$ cat config.mk
export PLATFORM = sky130hd
export DESIGN_NAME = timing_gen_flat
export DESIGN_NICKNAME = d
export VERILOG_FILES = /design/src/rtl/timing_gen_if.sv /design/src/rtl/timing_gen.sv /design/src/flat_wrapper.sv
export SDC_FILE = /design/constraint.sdc
export NUM_CORES = 1
export LEC_CHECK = 0
export CAP_MARGIN = 15
export CORE_AREA = 2 2 66 68
export DETAILED_ROUTE_END_ITERATION = 16
export DIE_AREA = 0 0 68 70
export GPL_TIMING_DRIVEN = 0
export PLACE_DENSITY = 0.55
export REMOVE_ABC_BUFFERS = 1
export SYNTH_ARGS = -nofsm -noshare
export SYNTH_HDL_FRONTEND = slang
export SYNTH_SLANG_ARGS = --single-unit
$ cat constraint.sdc
create_clock -name sysclk -period 2.5 [get_ports sysclk]
set_input_delay 0.5 -clock sysclk [delete_from_list [all_inputs] [get_ports sysclk]]
set_output_delay 0.5 -clock sysclk [all_outputs]
set_load 0.01 [all_outputs]
$ cat src/rtl/timing_gen_if.sv
// Timing generator bus: halt request in, clocks, phase strobes and status out.
interface timing_gen_if;
    logic halt_req;
    logic clk1;
    logic clk2;
    logic a12;
    logic a22;
    logic a32;
    logic m12;
    logic m22;
    logic x12;
    logic x22;
    logic x32;
    logic x21_clk2;
    logic x31_clk2;
    logic sync;
    logic poc;
    logic halted;

    modport master (
        input  halt_req,
        output clk1, clk2,
        output a12, a22, a32, m12, m22, x12, x22, x32,
        output x21_clk2, x31_clk2, sync, poc, halted
    );

    modport slave (
        output halt_req,
        input  clk1, clk2,
        input  a12, a22, a32, m12, m22, x12, x22, x32,
        input  x21_clk2, x31_clk2, sync, poc, halted
    );
endinterface

$ cat src/rtl/timing_gen.sv
// Master timing generator: two-phase clocks, phase strobes, SYNC, stretched
// power-on clear and a debug halt at instruction-cycle boundaries.
module timing_gen #(
    parameter int unsigned CLK_DIV    = 2,
    parameter int unsigned POC_CYCLES = 8
) (
    input  logic          sysclk,
    input  logic          poc_n,
    timing_gen_if.master  bus
);
    localparam int unsigned DIV_W = 4;
    localparam int unsigned Q_W   = 2;
    localparam int unsigned POC_W = 8;
    localparam int unsigned CNT_W = POC_W + 1;
    localparam int unsigned STB_W = 8;

    localparam logic [DIV_W-1:0] DIV_MAX   = DIV_W'(CLK_DIV - 1);
    localparam logic [CNT_W-1:0] POC_LIMIT = CNT_W'(POC_CYCLES);

    typedef enum logic [2:0] {
        PH_A1, PH_A2, PH_A3, PH_M1, PH_M2, PH_X1, PH_X2, PH_X3
    } phase_t;

    logic [DIV_W-1:0] div_q, div_d;
    logic [Q_W-1:0]   qtr_q, qtr_d;
    phase_t           ph_q, ph_d;
    logic [POC_W-1:0] poc_cnt_q, poc_cnt_d;
    logic             poc_q, poc_d;
    logic             halted_q, halted_d;
    // run_q marks that the edge leaving the reset-held X3 has passed, so that
    // edge is not counted as a completed instruction cycle.
    logic             run_q, run_d;

    logic             cycle_end;
    logic             wrap;

    logic             clk1_q, clk1_d;
    logic             clk2_q, clk2_d;
    logic [STB_W-1:0] strb_q, strb_d;
    logic             x21_q, x21_d;
    logic             x31_q, x31_d;
    logic             sync_q, sync_d;

    // Next counter state, halt/poc control, and outputs decoded from the next state.
    always_comb begin
        div_d     = div_q;
        qtr_d     = qtr_q;
        ph_d      = ph_q;
        poc_cnt_d = poc_cnt_q;
        poc_d     = poc_q;
        halted_d  = halted_q;
        run_d     = 1'b1;
        wrap      = 1'b0;
        cycle_end = (div_q == DIV_MAX) && (qtr_q == Q_W'(3)) && (ph_q == PH_X3);

        if (halted_q) begin
            if (!bus.halt_req) begin
                halted_d = 1'b0;
                div_d    = '0;
                qtr_d    = '0;
                ph_d     = PH_A1;
                wrap     = 1'b1;
            end
        end else if (cycle_end && bus.halt_req && !poc_q) begin
            halted_d = 1'b1;
        end else begin
            wrap = cycle_end;
            if (div_q == DIV_MAX) begin
                div_d = '0;
                qtr_d = qtr_q + Q_W'(1);
                if (qtr_q == Q_W'(3)) begin
                    ph_d = phase_t'(ph_q + 3'd1);
                end
            end else begin
                div_d = div_q + DIV_W'(1);
            end
        end

        if (wrap && run_q && poc_q) begin
            if (poc_cnt_q != '1) begin
                poc_cnt_d = poc_cnt_q + POC_W'(1);
            end
            if ((CNT_W'(poc_cnt_q) + CNT_W'(1)) >= POC_LIMIT) begin
                poc_d = 1'b0;
            end
        end

        clk1_d = (qtr_d == Q_W'(0));
        clk2_d = (qtr_d == Q_W'(2));
        strb_d = '0;
        if (qtr_d == Q_W'(2)) begin
            strb_d[ph_d] = 1'b1;
        end
        x21_d  = (ph_d != PH_X2);
        x31_d  = (ph_d != PH_X3);
        sync_d = (ph_d == PH_X3);
    end

    // State and output registers; poc_n aborts to the power-on values at once.
    always_ff @(posedge sysclk or negedge poc_n) begin
        if (!poc_n) begin
            div_q     <= DIV_MAX;
            qtr_q     <= Q_W'(3);
            ph_q      <= PH_X3;
            poc_cnt_q <= '0;
            poc_q     <= 1'b1;
            halted_q  <= 1'b0;
            run_q     <= 1'b0;
            clk1_q    <= 1'b0;
            clk2_q    <= 1'b0;
            strb_q    <= '0;
            x21_q     <= 1'b1;
            x31_q     <= 1'b1;
            sync_q    <= 1'b0;
        end else begin
            div_q     <= div_d;
            qtr_q     <= qtr_d;
            ph_q      <= ph_d;
            poc_cnt_q <= poc_cnt_d;
            poc_q     <= poc_d;
            halted_q  <= halted_d;
            run_q     <= run_d;
            clk1_q    <= clk1_d;
            clk2_q    <= clk2_d;
            strb_q    <= strb_d;
            x21_q     <= x21_d;
            x31_q     <= x31_d;
            sync_q    <= sync_d;
        end
    end

    assign bus.clk1     = clk1_q;
    assign bus.clk2     = clk2_q;
    assign bus.a12      = strb_q[0];
    assign bus.a22      = strb_q[1];
    assign bus.a32      = strb_q[2];
    assign bus.m12      = strb_q[3];
    assign bus.m22      = strb_q[4];
    assign bus.x12      = strb_q[5];
    assign bus.x22      = strb_q[6];
    assign bus.x32      = strb_q[7];
    assign bus.x21_clk2 = x21_q;
    assign bus.x31_clk2 = x31_q;
    assign bus.sync     = sync_q;
    assign bus.poc      = poc_q;
    assign bus.halted   = halted_q;
endmodule

$ cat src/flat_wrapper.sv
// flat-port wrapper written by rule: the top's interface ports become plain ports
module timing_gen_flat 
#(
    parameter int unsigned CLK_DIV    = 2,
    parameter int unsigned POC_CYCLES = 8
)
  (sysclk, poc_n, bus_halt_req, bus_clk1, bus_clk2, bus_a12, bus_a22, bus_a32, bus_m12, bus_m22, bus_x12, bus_x22, bus_x32, bus_x21_clk2, bus_x31_clk2, bus_sync, bus_poc, bus_halted);
  timing_gen_if bus_i ();
  input  logic sysclk;
  input  logic poc_n;
  input wire logic [$bits(bus_i.halt_req)-1:0] bus_halt_req;
  output wire logic [$bits(bus_i.clk1)-1:0] bus_clk1;
  output wire logic [$bits(bus_i.clk2)-1:0] bus_clk2;
  output wire logic [$bits(bus_i.a12)-1:0] bus_a12;
  output wire logic [$bits(bus_i.a22)-1:0] bus_a22;
  output wire logic [$bits(bus_i.a32)-1:0] bus_a32;
  output wire logic [$bits(bus_i.m12)-1:0] bus_m12;
  output wire logic [$bits(bus_i.m22)-1:0] bus_m22;
  output wire logic [$bits(bus_i.x12)-1:0] bus_x12;
  output wire logic [$bits(bus_i.x22)-1:0] bus_x22;
  output wire logic [$bits(bus_i.x32)-1:0] bus_x32;
  output wire logic [$bits(bus_i.x21_clk2)-1:0] bus_x21_clk2;
  output wire logic [$bits(bus_i.x31_clk2)-1:0] bus_x31_clk2;
  output wire logic [$bits(bus_i.sync)-1:0] bus_sync;
  output wire logic [$bits(bus_i.poc)-1:0] bus_poc;
  output wire logic [$bits(bus_i.halted)-1:0] bus_halted;
  assign bus_i.halt_req = bus_halt_req;
  assign bus_clk1 = bus_i.clk1;
  assign bus_clk2 = bus_i.clk2;
  assign bus_a12 = bus_i.a12;
  assign bus_a22 = bus_i.a22;
  assign bus_a32 = bus_i.a32;
  assign bus_m12 = bus_i.m12;
  assign bus_m22 = bus_i.m22;
  assign bus_x12 = bus_i.x12;
  assign bus_x22 = bus_i.x22;
  assign bus_x32 = bus_i.x32;
  assign bus_x21_clk2 = bus_i.x21_clk2;
  assign bus_x31_clk2 = bus_i.x31_clk2;
  assign bus_sync = bus_i.sync;
  assign bus_poc = bus_i.poc;
  assign bus_halted = bus_i.halted;
  timing_gen #(.CLK_DIV(CLK_DIV), .POC_CYCLES(POC_CYCLES)) u_core (.sysclk(sysclk), .poc_n(poc_n), .bus(bus_i));
endmodule
==> flow_metrics.tcl <==
set metrics [dict create \
    path_cells "ha_1, or3b_4, nor3b_4, nand2_4, mux2_4, inv_1, nor4_1" \
    synth_area_leader_cell "dfrtp_1" \
    skew_ns 0.00273 \
    gp_congestion 0.783 \
    synthFlopType "dfrtp_1" \
    worst_pin_slew_ns 0.725 \
    cts_max_path_buffers 2 \
    slew-limit-headroom_pct 51.7 \
    start_util_pct 37.2 \
    track_usage_pct 13.9 \
    p_per_area_nw_per_um2 519 \
    wire_per_inst_um 13.8 \
    finalNonFillerCells 209 \
    ys_seq_area_share_pct 54.3 \
    netlist_instances 131 \
    syn_area_sq_um 1540 \
    final-hold-violation-count 0 \
    required_ns 2.67 \
    ir_drop_mv 0.297 \
    cts_root_buffer "clkbuf_8" \
    dr.pass1.iters 4 \
    grt.overflow.total 0 \
    pre_cts_slack_ns -0.120 \
    fp-row-count 24 \
    nets 166 \
    hold_path_class "primary input to asynchronous set/reset pin" \
    critPathKind "flop to flop" \
    synth_area_leaders "dfrtp_1 (39%), dfstp_2 (15%), ha_1 (5.7%), nand2_1 (3.7%), nor4_1 (3.7%)" \
    final_cell_mix "dfrtp_1 (24), clkdlybuf4s50_1 (16), nand2_1 (15), dfstp_2 (9), nand3_1 (8)" \
    dp.cells 199 \
    cap_viol_max_count 0 \
    core_sq_um 4140 \
    grt_pass1_wl_um 4910 \
    max_freq_ghz 0.421 \
    cp_slowest_cell "dfstp_2" \
    synth.avg_cell_area_sq_um 11.8 \
    fin_ws_ns 0.124 \
    drc 0 \
    crit_arrival_ns 2.55 \
    clkSinkCount 33 \
    setup_tns_ns 0 \
    setup_viol 0 \
    clk_latency_ns 0.28 \
    drt_iter0_markers 10 \
    power.total_mw 0.981 \
    antenna_found_initial 0 \
    dp_hpwl_um 1990 \
    slew_violations 0 \
    yosysWarningCount 0 \
    postCtsHoldBufs 0 \
    htreeDepth 2 \
    layout_commonest_cell "dfrtp_1" \
    diodes 0 \
    p_leak_nw 0.846 \
    crit_buf_inv 1 \
    critPathMaxFanout 7 \
    fin_crit_ns 2.38 \
    ys_seq_elements 33 \
    cts_tree "built" \
    vias 1058 \
    final_area_sq_um 1890 \
    die_area_sq_um 4760 \
    synth-edff-count 0 \
    grt_pass1_vias 1085 \
    grt_max_degree 34 \
    final.period_utilization_pct 95.1 \
    max_stage_delay_ns 0.57 \
    vias_per_cell 5.06 \
    ys_async_sr_fraction_pct 100 \
    start_kind "flop" \
    layout-drive-gt1-share_pct 22.9 \
    io-pin-count 18 \
    placed_area_sq_um 1760 \
    r2r.worst_path.cells 7 \
    portBuffers 17 \
    die_h_um 70 \
    end_kind "flop" \
    status "finished clean" \
    fin_util_pct 45.6 \
    die_x_um 68 \
    detail-route-antenna-nets 0 \
    yosysTopAreaCellShare_pct 39.0 \
    path_clk_slew_ns 0.07 \
    synth_cell_type_count 36 \
    rsz0062_at_grt "yes" \
    crit_family "simple AND/OR/NAND/NOR gates" \
    area_growth_pct 22.7 \
    hold-worst-slack_ns 0.275 \
    path_depth 7 \
    numCtsBuffers 5 \
    routed_wl_um 2880 \
]
-- cell type report --
cell class | instances | area [sq um]
fillers | 398 | 2250
flip-flops and latches | 33 | 837
multi-input cells | 92 | 688
repair buffers | 19 | 180
clock buffers | 7 | 96.3
well taps | 52 | 65.1
inverters | 5 | 18.8
clock inverters | 1 | 5.00
-- kinds of logic after synthesis --
group | after synthesis | share of synthesized area [%]
and+or+nand+nor | 58 | 22.3
DFF | 33 | 54.3
AOI/OAI and AO/OA | 14 | 7.47
adders and majority gates | 7 | 5.69
xor gates and xnor gates | 6 | 3.41
muxes | 6 | 4.47
buffers and inverters | 6 | 2.11
other | 1 | 0.243
-- power by group --
group	total, mW	internal, mW	switching, mW
Clock	0.432	0.249	0.184
Combinational	0.0135	0.00225	0.0112
Sequential	0.536	0.536	0.000348
Total	0.981	0.786	0.195
-- registers in the layout, summed over array words and instances (netlist names) --
| register | count |
|---|---|
| u_core.strb_q | 8 |
| u_core.bus.halted | 1 |
| u_core.bus.poc | 1 |
| u_core.qtr_q | 2 |
| u_core.bus.x21_clk2 | 1 |
| u_core.bus.clk1 | 1 |
| u_core.ph_q | 3 |
| u_core.poc_cnt_q | 8 |
| u_core.bus.sync | 1 |
| u_core.bus.x31_clk2 | 1 |
| u_core.run_q | 1 |
| u_core.bus.clk2 | 1 |
| u_core.div_q | 4 |
-- worst paths after layout --
kind,startpoint,to,slack [ns]
setup / recovery,u_core.div_q[0],u_core.strb_q[0],0.12
min in group sysclk,u_core.div_q[0],u_core.div_q[0],0.51
hold / removal,poc_n,u_core.poc_cnt_q[3],0.27
hold reg to reg,u_core.div_q[0],u_core.div_q[0],0.51
setup reg to reg,u_core.div_q[0],u_core.strb_q[0],0.12
max in group asynchronous,poc_n,u_core.div_q[1],1.76
-- synth_stat cells, types with 3 or more instances --
cell type / n
ha_1: 7
nand3_1: 9
nand2_1: 15
o21ai_0: 5
nor3b_1: 3
xor2_1: 5
dfrtp_1: 24
nor4_1: 9
nor3_1: 3
o31ai_1: 3
inv_1: 3
dfstp_2: 9
nor2_1: 3
mux2_2: 3
-- metal layers --
layer | up-vias | GRT usage, % | part of all wire (%)
met1 | 523 | 15.6 | 43
li1 | 519 | - | -
met2 | 14 | 23.1 | 51
met5 | - | 0 | 0
met4 | 0 | 6.00 | 0.90
met3 | 2 | 5.15 | 4.9
-- timing repair --
item / in CTS / in global routing
endpoints found under the hold margin: 0 / 0
endpoints found under the setup margin: 0 / 8
resized for setup: 0 / 3
buffers inserted: 0 / 2
Power figures use the tool's default switching activity.
